[config.mk]
export PLATFORM = sky130hd
export DESIGN_NAME = tx_fifo_rd_sched
export DESIGN_NICKNAME = d
export VERILOG_FILES = /design/src/rtl/tx_fifo_rd_sched_pkg.sv /design/src/rtl/tx_sched_skid.sv /design/src/rtl/tx_fifo_rd_sched.sv
export SDC_FILE = /design/constraint.sdc
export NUM_CORES = 1
export LEC_CHECK = 0
export ABC_CLOCK_PERIOD_IN_PS = 12250
export CORE_MARGIN = 2
export CORE_UTILIZATION = 56
export CTS_CLUSTER_SIZE = 10
export DETAILED_ROUTE_END_ITERATION = 6
export GPL_TIMING_DRIVEN = 0
export PLACE_DENSITY_LB_ADDON = 0.08
export SYNTH_ARGS = -nofsm -noshare
export SYNTH_HDL_FRONTEND = slang
export SYNTH_HIERARCHICAL = 1
export SYNTH_SLANG_ARGS = --single-unit
export TNS_END_PERCENT = 5
[constraint.sdc]
create_clock -name clk -period 12.25 [get_ports clk]
set_input_delay 3.675 -clock clk [delete_from_list [all_inputs] [get_ports clk]]
set_output_delay 3.675 -clock clk [all_outputs]
set_load 0.01 [all_outputs]
[src/rtl/tx_fifo_rd_sched_pkg.sv]
`default_nettype none
// ============================================================================
// Module  : tx_fifo_rd_sched_pkg
// Brief   : Shared LMAC TX types: scheduler states, rate pacing, header layout.
// Rev     : 1.0
// ============================================================================
package tx_fifo_rd_sched_pkg;

  typedef enum logic [2:0] {
    ST_IDLE      = 3'd0,
    ST_HDR       = 3'd1,
    ST_WAIT_FILL = 3'd2,
    ST_XFER      = 3'd3,
    ST_DROP      = 3'd4,
    ST_IPG       = 3'd5
  } sched_state_e;

  typedef enum logic [2:0] {
    RATE_NONE = 3'd0,
    RATE_10G  = 3'd1,
    RATE_5G   = 3'd2,
    RATE_2P5G = 3'd3,
    RATE_1G   = 3'd4
  } rate_e;

  localparam logic [3:0] c_pace_div_10g  = 4'd1;
  localparam logic [3:0] c_pace_div_5g   = 4'd2;
  localparam logic [3:0] c_pace_div_2p5g = 4'd4;
  localparam logic [3:0] c_pace_div_1g   = 4'd10;

  localparam int unsigned c_hdr_len_lsb = 0;
  localparam int unsigned c_hdr_len_w   = 14;
  localparam int unsigned c_word_cnt_w  = 11;

  typedef struct packed {
    logic [63:0] data;
    logic        last;
    logic [2:0]  bytes;
  } skid_word_t;

  function automatic rate_e rate_select(input logic m10, input logic m5,
                                        input logic m2p5, input logic m1);
    if (m10)       return RATE_10G;
    else if (m5)   return RATE_5G;
    else if (m2p5) return RATE_2P5G;
    else if (m1)   return RATE_1G;
    else           return RATE_NONE;
  endfunction

  function automatic logic [3:0] pace_div(input rate_e rate);
    case (rate)
      RATE_10G:  return c_pace_div_10g;
      RATE_5G:   return c_pace_div_5g;
      RATE_2P5G: return c_pace_div_2p5g;
      RATE_1G:   return c_pace_div_1g;
      default:   return c_pace_div_10g;
    endcase
  endfunction

  function automatic logic [c_word_cnt_w-1:0] len_to_words(input logic [c_hdr_len_w-1:0] len);
    return c_word_cnt_w'(({1'b0, len} + 15'd7) >> 3);
  endfunction

endpackage
`default_nettype wire

[src/rtl/tx_sched_skid.sv]
`default_nettype none
// ============================================================================
// Module  : tx_sched_skid
// Brief   : Two-entry output skid buffer; head entry drives the MAC TX port.
// Rev     : 1.0
// ============================================================================
module tx_sched_skid
  import tx_fifo_rd_sched_pkg::*;
(
  input  logic        clk,
  input  logic        rst,
  input  logic        push,
  input  skid_word_t  push_word,
  input  logic        pop,
  output logic [1:0]  count,
  output logic        out_valid,
  output skid_word_t  out_word
);

  skid_word_t r_ent0;
  skid_word_t r_ent1;
  logic [1:0] r_count;
  logic       w_pop;
  logic       w_push;

  assign w_pop  = pop && (r_count != 2'd0);
  assign w_push = push && ((r_count != 2'd2) || w_pop);

  // Entry 0 is always the head, so the presented word only moves on a pop.
  always_ff @(posedge clk) begin
    if (rst) begin
      r_ent0  <= '0;
      r_ent1  <= '0;
      r_count <= 2'd0;
    end else begin
      case ({w_push, w_pop})
        2'b10: begin
          if (r_count == 2'd0) r_ent0 <= push_word;
          else                 r_ent1 <= push_word;
          r_count <= r_count + 2'd1;
        end
        2'b01: begin
          r_ent0  <= r_ent1;
          r_count <= r_count - 2'd1;
        end
        2'b11: begin
          if (r_count == 2'd1) begin
            r_ent0 <= push_word;
          end else begin
            r_ent0 <= r_ent1;
            r_ent1 <= push_word;
          end
        end
        default: ;
      endcase
    end
  end

  assign count     = r_count;
  assign out_valid = (r_count != 2'd0);
  assign out_word  = r_ent0;

endmodule
`default_nettype wire

[src/rtl/tx_fifo_rd_sched.sv]
`default_nettype none
// ============================================================================
// Module  : tx_fifo_rd_sched
// Brief   : Paced TX FIFO read scheduler with cut-through start and length drop.
// Rev     : 1.0
// ============================================================================
module tx_fifo_rd_sched
  import tx_fifo_rd_sched_pkg::*;
#(
  parameter int unsigned CT_THRESH  = 16,
  parameter int unsigned IPG_CYCLES = 2,
  parameter int unsigned MIN_LEN    = 64,
  parameter int unsigned MAX_LEN    = 9600
) (
  input  logic        clk,
  input  logic        rst,
  input  logic        mode_10g,
  input  logic        mode_5g,
  input  logic        mode_2p5g,
  input  logic        mode_1g,
  input  logic [63:0] fifo_dout,
  input  logic        fifo_empty,
  input  logic [12:0] fifo_usedw,
  output logic        fifo_rd_en,
  output logic        tx_valid,
  input  logic        tx_ready,
  output logic [63:0] tx_data,
  output logic        tx_last,
  output logic [2:0]  tx_bytes,
  output logic        pkt_err,
  output logic        busy
);

  localparam int unsigned c_ipg_w = (IPG_CYCLES > 1) ? $clog2(IPG_CYCLES) : 1;
  localparam logic [c_ipg_w-1:0] c_ipg_last  = c_ipg_w'(IPG_CYCLES - 1);
  localparam logic [12:0]        c_ct_thresh = 13'(CT_THRESH);

  sched_state_e r_state;
  sched_state_e w_state_nxt;

  rate_e      w_rate;
  rate_e      r_rate;
  logic [3:0] r_pace_cnt;
  logic [3:0] w_pace_div;
  logic       w_rate_chg;
  logic       w_pace_tick;

  logic                    r_armed;
  logic [c_word_cnt_w-1:0] r_words;
  logic [c_word_cnt_w-1:0] r_wcnt;
  logic [2:0]              r_bytes;
  logic [c_ipg_w-1:0]      r_ipg_cnt;
  logic                    r_rd_payload;
  logic                    r_rd_last;

  logic [c_hdr_len_w-1:0]  w_hdr_len;
  logic [c_word_cnt_w-1:0] w_hdr_words;
  logic                    w_hdr_bad;
  logic [12:0]             w_fill_tgt;

  logic [1:0]  w_skid_cnt;
  logic [2:0]  w_occ;
  logic        w_credit;
  logic        w_deq;
  logic        w_rd_en;
  logic        w_err;
  skid_word_t  w_push_word;
  skid_word_t  w_out_word;

  // Rate pacing: counter restarts whenever the priority-resolved rate changes
  always_comb begin
    w_rate      = rate_select(mode_10g, mode_5g, mode_2p5g, mode_1g);
    w_rate_chg  = (w_rate != r_rate);
    w_pace_div  = pace_div(r_rate);
    w_pace_tick = (r_rate != RATE_NONE) && !w_rate_chg &&
                  (r_pace_cnt == (w_pace_div - 4'd1));
  end

  always_ff @(posedge clk) begin
    if (rst) begin
      r_rate     <= RATE_NONE;
      r_pace_cnt <= 4'd0;
    end else begin
      r_rate <= w_rate;
      if (w_rate_chg || w_pace_tick || (r_rate == RATE_NONE)) r_pace_cnt <= 4'd0;
      else                                                     r_pace_cnt <= r_pace_cnt + 4'd1;
    end
  end

  always_comb begin
    w_hdr_len   = fifo_dout[c_hdr_len_lsb +: c_hdr_len_w];
    w_hdr_words = len_to_words(w_hdr_len);
    w_hdr_bad   = ({18'd0, w_hdr_len} < MIN_LEN) || ({18'd0, w_hdr_len} > MAX_LEN);
    w_fill_tgt  = ({2'b00, r_words} < c_ct_thresh) ? {2'b00, r_words} : c_ct_thresh;
  end

  // Credit counts skid occupancy net of this cycle's handshake, so a word
  // leaving now frees room for a pop now and 10G can stream at full rate.
  assign w_deq    = tx_valid && tx_ready;
  assign w_occ    = {1'b0, w_skid_cnt} + {2'b00, r_rd_payload} - {2'b00, w_deq};
  assign w_credit = (w_occ < 3'd2);

  always_comb begin
    w_state_nxt = r_state;
    w_rd_en     = 1'b0;
    w_err       = 1'b0;
    case (r_state)
      ST_IDLE: begin
        if (r_armed && !fifo_empty) begin
          w_rd_en     = 1'b1;
          w_state_nxt = ST_HDR;
        end
      end
      ST_HDR: begin
        if (w_hdr_bad) begin
          w_err       = 1'b1;
          w_state_nxt = ST_DROP;
        end else begin
          w_state_nxt = ST_WAIT_FILL;
        end
      end
      ST_WAIT_FILL: begin
        if (fifo_usedw >= w_fill_tgt) w_state_nxt = ST_XFER;
      end
      ST_XFER: begin
        w_rd_en = w_pace_tick && !fifo_empty && w_credit && (r_wcnt != r_words);
        if (w_deq && tx_last) w_state_nxt = (IPG_CYCLES == 0) ? ST_IDLE : ST_IPG;
      end
      ST_DROP: begin
        if (r_wcnt == r_words) w_state_nxt = ST_IDLE;
        else                   w_rd_en     = !fifo_empty;
      end
      ST_IPG: begin
        if (r_ipg_cnt == c_ipg_last) w_state_nxt = ST_IDLE;
      end
      default: w_state_nxt = ST_IDLE;
    endcase
  end

  always_ff @(posedge clk) begin
    if (rst) begin
      r_state      <= ST_IDLE;
      r_armed      <= 1'b0;
      r_words      <= '0;
      r_wcnt       <= '0;
      r_bytes      <= 3'd0;
      r_ipg_cnt    <= '0;
      r_rd_payload <= 1'b0;
      r_rd_last    <= 1'b0;
    end else begin
      r_state      <= w_state_nxt;
      r_armed      <= 1'b1;
      r_rd_payload <= w_rd_en && (r_state == ST_XFER);
      r_rd_last    <= w_rd_en && (r_state == ST_XFER) &&
                      ((r_wcnt + c_word_cnt_w'(1)) == r_words);
      if (r_state == ST_HDR) begin
        r_words <= w_hdr_words;
        r_bytes <= w_hdr_len[2:0];
        r_wcnt  <= '0;
      end else if (w_rd_en && ((r_state == ST_XFER) || (r_state == ST_DROP))) begin
        r_wcnt <= r_wcnt + c_word_cnt_w'(1);
      end
      if (r_state == ST_IPG) r_ipg_cnt <= r_ipg_cnt + c_ipg_w'(1);
      else                   r_ipg_cnt <= '0;
    end
  end

  assign w_push_word.data  = fifo_dout;
  assign w_push_word.last  = r_rd_last;
  assign w_push_word.bytes = r_rd_last ? r_bytes : 3'd0;

  tx_sched_skid u_skid (
    .clk       (clk),
    .rst       (rst),
    .push      (r_rd_payload),
    .push_word (w_push_word),
    .pop       (tx_ready),
    .count     (w_skid_cnt),
    .out_valid (tx_valid),
    .out_word  (w_out_word)
  );

  assign tx_data    = w_out_word.data;
  assign tx_last    = w_out_word.last;
  assign tx_bytes   = w_out_word.bytes;
  assign fifo_rd_en = w_rd_en && !rst;
  assign pkt_err    = w_err && !rst;
  assign busy       = (r_state != ST_IDLE);

endmodule
`default_nettype wire

* After elaboration in Yosys (flattened, before gate mapping)
Index checks and enable logic that the tools add are counted.
W data, S select, Z words.
** Word-level totals
- Bits in registers :: 177
- Input port bits :: 85
- Output and inout port bits :: 72
- Word-level logic and storage cells :: 122
** Operators by class
- $add $sub $neg :: 9
- $lt $le $gt $ge :: 5
- Equality and inequality tests :: 26
- Muxes and demuxes :: 27
- Bitwise gates (word level) :: 1
- Reductions and logical operators :: 37
** Operators by type and width (count)
- $mux W68 :: 4
- $pmux W68 S3 :: 1
- $pmux W68 S2 :: 1
- $mux W3 :: 11
- $eq A11 B11 Y1 :: 2
- $pmux W3 S6 :: 1
- $ne A2 B2 Y1 const B :: 8
- $add A14 B3 Y14 const B :: 1
- $gt A14 B14 Y1 const B :: 1
- $logic_and A1 B1 Y1 :: 14
- $lt A14 B7 Y1 const B :: 1
- $ge A13 B11 Y1 :: 1
- $eq A3 B2 Y1 const B :: 4
- $pmux W4 S3 :: 1
- $add A11 B1 Y11 const B :: 1
- $lt A11 B5 Y1 const B :: 1
- $mux W11 :: 1
- $ne A11 B11 Y1 :: 1
- $eq A3 B3 Y1 const B :: 3
- $reduce_bool A3 Y1 :: 3
- $logic_not A3 Y1 :: 2
- $reduce_bool A2 Y1 :: 3
- $reduce_or A2 Y1 :: 3
- $logic_or A1 B1 Y1 :: 5
- 23 further kinds :: 31

* Depth between registers and ports, before layout
- Word-level depth :: 14
- Gate-level depth with buffers :: 13
- Gate-level depth less buffers :: 12

* Hierarchy
The synthesis kept the hierarchy.
** Modules (own cells, without submodules)
- tx_sched_skid :: instances 1, cells an instance 700, area an instance 5387.7 um^2, sequential area each 2762.6 um^2
- tx_fifo_rd_sched :: instances 1, cells an instance 339, area an instance 2690.1 um^2, sequential area each 780.7 um^2

* Worst setup path after synthesis
OpenSTA, ideal clock, no wires.
- Path kind :: input-to-output
- Start :: input tx_ready
- End :: output fifo_rd_en
- Data arrival time :: 6240 ps
- Required time :: 8575 ps
- Setup slack :: 2335 ps
- Stages :: 8
- Path buffers :: 0
- Path through :: and2_1 -> ha_1 -> nor2b_1 -> fa_1 -> or3_1 -> or4_4 -> a2111o_1 -> a211oi_2
** Between the ends
- Longest elaborated chain between the ends :: 7
** Ends and longest elaborated chain
- start, declared :: RTL line tx_fifo_rd_sched.sv:26 : input logic tx_ready,
- $logic_and A1 B1 Y1 :: RTL line tx_fifo_rd_sched.sv:99 : assign w_deq = tx_valid && tx_ready;
- $sub A3 B1 Y3 :: RTL line tx_fifo_rd_sched.sv:100 : assign w_occ = {1'b0, w_skid_cnt} + {2'b00, r_rd_payload} - {2'b00, w_deq};
- $lt A3 B2 Y1 :: RTL line tx_fifo_rd_sched.sv:101 : assign w_credit = (w_occ < 3'd2);
- $logic_and A1 B1 Y1 (2 in series) :: RTL line tx_fifo_rd_sched.sv:126 : w_rd_en = w_pace_tick && !fifo_empty && w_credit && (r_wcnt != r_words);
- $pmux W1 S3 :: RTL line tx_fifo_rd_sched.sv:107 : case (r_state)
- $logic_and A1 B1 Y1 :: RTL line tx_fifo_rd_sched.sv:186 : assign fifo_rd_en = w_rd_en && !rst;
- end, declared :: RTL line tx_fifo_rd_sched.sv:24 : output logic fifo_rd_en,
Every way passes these cells.

* Worst setup path in the final report
Ends and elaborated chain as after synthesis.

==> results.json <==
{
  "grt_pass1_vias": 7252,
  "die_h_um": 124,
  "skew_ns": 0.00671,
  "place.gp.congestion": 0.893,
  "drcViolationCount": 0,
  "cp.required_ns": 8.57,
  "final_nets": 1322,
  "ant_nets": 0,
  "cp_max_fo": 5,
  "drv_cap": 0,
  "vdd_drop_max_mv": 0.109,
  "fmax_ghz": 0.0899,
  "vias": 8052,
  "areaGrowthSynthToFinish_pct": 29.9,
  "synth_edf_count": 0,
  "hold_viol": 0,
  "total_power_w": 0.00175,
  "final_common_cell": "nand2_1",
  "synth_flop_cell": "dfxtp_1",
  "worstSetupStartpoint": "tx_ready",
  "drt_iter0_drc": 574,
  "cts_setup_buffers": 0,
  "antenna_cells": 0,
  "synthTopCellsByArea": "dfxtp_1 44%, nand2_1 8.4%, nor2_1 7.2%",
  "cts_hold_buf": 0,
  "crit_type": "in2out",
  "synth_area_per_cell_um2": 7.77,
  "drive_gt1_frac": 0.0576,
  "vias_per_cell": 5.70,
  "final.setup.tns_ns": 0,
  "synth-seq-cells": 177,
  "ctsResizeCount": 0,
  "dp_slack_ns": 1.14,
  "hold_end": "u_skid/r_ent1[18]",
  "clk_transition_reported_paths_ns": 0.07,
  "r2r-start": "u_skid/count[1]",
  "core_mm2": 0.0140,
  "ios": 157,
  "yosysTopAreaCellShare": 0.439,
  "period_share": 0.908,
  "synthesis.area_mm2": 0.00808,
  "cts_buffers": 17,
  "place_area_mm2": 0.00988,
  "cp-start-kind": "input pin",
  "p_per_area_mw_per_mm2": 167,
  "clkLatencyLatePin_ns": 0.43,
  "cellLeakagePower_nw": 3.78,
  "globalRouteOverflowTotal": 0,
  "r2r_cells": 11,
  "setup_slack_ns": 1.13,
  "cts-htree-levels": 4,
  "dieArea_mm2": 0.0154,
  "r2r_setup_slack_ns": 7.89,
  "cts_tree": "done",
  "netlist-cell-type-count": 66,
  "status": "finished clean",
  "setup_violations": 0,
  "slew_violations": 0,
  "syn-instance-count": 1039,
  "yosys_warnings": 6,
  "clk_path_buf_depth": 2,
  "dp_hpwl_um": 15600,
  "routed_wirelength_um": 22100,
  "die_w_um": 124,
  "clock_sinks": 177,
  "synth_seq_area_share": 0.439,
  "worst_pin_slew_ns": 0.893,
  "fp-row-count": 43,
  "start_util": 0.577,
  "slew_headroom": 0.399,
  "worstHoldStart": "u_skid/r_ent1[18]",
  "firstDrtPassIters": 5,
  "yosys.area.top_type": "dfxtp_1",
  "reg2reg_to": "r_rd_last",
  "async_reset_ff_frac": 0,
  "grt_setup_unrepaired": "no",
  "holdWs_ns": 0.455,
  "min_path_type": "reg2reg",
  "grt_max_degree": 17,
  "whs_path_depth": 2,
  "end_kind": "output port",
  "final_cell_mix": "181 x nand2_1, 177 x dfxtp_1, 156 x clkdlybuf4s50_1, 155 x nor2_1, 110 x a21oi_1",
  "io_buffers": 156,
  "antenna_found_initial": 0,
  "cp.arrival_ns": 7.45,
  "wl_per_cell_um": 15.6,
  "final_cell_area_mm2": 0.0105,
  "grt_util_all_layers": 0.290,
  "fin_crit_ns": 11.12,
  "cts-root-buf": "clkbuf_16",
  "grt_pass1_wl_um": 35200
}
==> registers in the layout, summed over array words and instances, names as in the netlist <==
signal and count:
r_armed 1, r_bytes 3, r_ipg_cnt 1, r_pace_cnt 4, r_rate 3, r_rd_last 1
r_rd_payload 1, r_state 3, r_wcnt 11, r_words 11, u_skid/count 2, u_skid/out_word 68
u_skid/r_ent1 68
==> through the flow <==
stage,utilization,std cells
floorplan,-,1044
global placement,0.707,1380
detailed placement,0.707,1380
CTS,0.750,1412
global route,0.750,1412
finish,0.750,1412
==> critical path, stage by stage <==
cell             delay (ns)
clkdlybuf4s50_1        0.54
and2_1                 0.20
ha_1                   0.24
nor2b_1                0.14
fa_1                   0.42
or3_1                  0.45
or4_4                  0.51
a2111o_1               0.47
a211oi_2               0.22
clkdlybuf4s50_1        0.57
==> area by class of cell <==
| type | instances | area, µm² |
|---|---|---|
| Clock buffer | 18 | 429 |
| Tap cell | 180 | 225 |
| Timing Repair Buffer | 156 | 1560 |
| Sequential cell | 177 | 3540 |
| Multi-Input combinational cell | 780 | 4180 |
| Fill cell | 1122 | 3490 |
| Buffer | 72 | 317 |
| Clock inverter | 14 | 183 |
| Inverter | 15 | 56.3 |
==> worst max-delay path by stage <==
stage                       endpoint  cells after the start  slack [ns]
after global routing      fifo_rd_en                     10        0.94
final                     fifo_rd_en                     10        1.13
after CTS                 fifo_rd_en                     10        1.12
after global placement    fifo_rd_en                     10        1.15
after detailed placement  fifo_rd_en                     10        1.14
after floorplan           fifo_rd_en                      8        2.34
==> metal layers <==
metal  wire length, µm  vias up  track usage
li1                  -     3972            -
met1              9440     3761        0.368
met2             10600      280        0.484
met3              1600       39       0.0751
met4               384        0       0.0906
met5                 0        -            0
==> cell usage after synthesis, types with 4 or more instances <==
cell type and number:
a211oi_1 12, a21oi_1 110, and2_1 7, and3_1 8
buf_1 4, buf_2 16, clkbuf_1 47, dfxtp_1 177
ha_1 17, inv_1 13, nand2_1 181, nand2b_1 4
nand3_1 13, nand4_1 4, nor2_1 155, nor2b_1 5
nor3_1 68, nor4_1 58, nor4_2 7, o21ai_0 16
o31ai_1 7, or3_1 6, or4_1 10, xnor2_1 21
xor2_1 11
==> power by group <==
group	switching [W]	internal [W]	total [W]	leakage, nW
sequential	0.0000435	0.000634	0.000678	1.43
clock	0.000235	0.000324	0.000559	0.290
combinational	0.000283	0.000229	0.000512	2.06
total	0.000562	0.00119	0.00175	3.78
==> kinds of logic (layout without fill, tap and decap cells) <==
| family | count (synthesis) | count (layout) | synth area share |
|---|---|---|---|
| flip-flops | 177 | 177 | 0.439 |
| adder cells (fa/ha/maj) | 18 | 18 | 0.0288 |
| multiplexers | 3 | 3 | 0.00372 |
| other | 1 | 6 | 0.000464 |
| buffers and inverters | 87 | 275 | 0.0462 |
| AND/OR/NAND/NOR | 544 | 544 | 0.316 |
| AO/OA/AOI/OAI | 177 | 177 | 0.131 |
| XOR/XNOR | 32 | 32 | 0.0347 |
No activity file was read; power rests on OpenSTA's default activity.
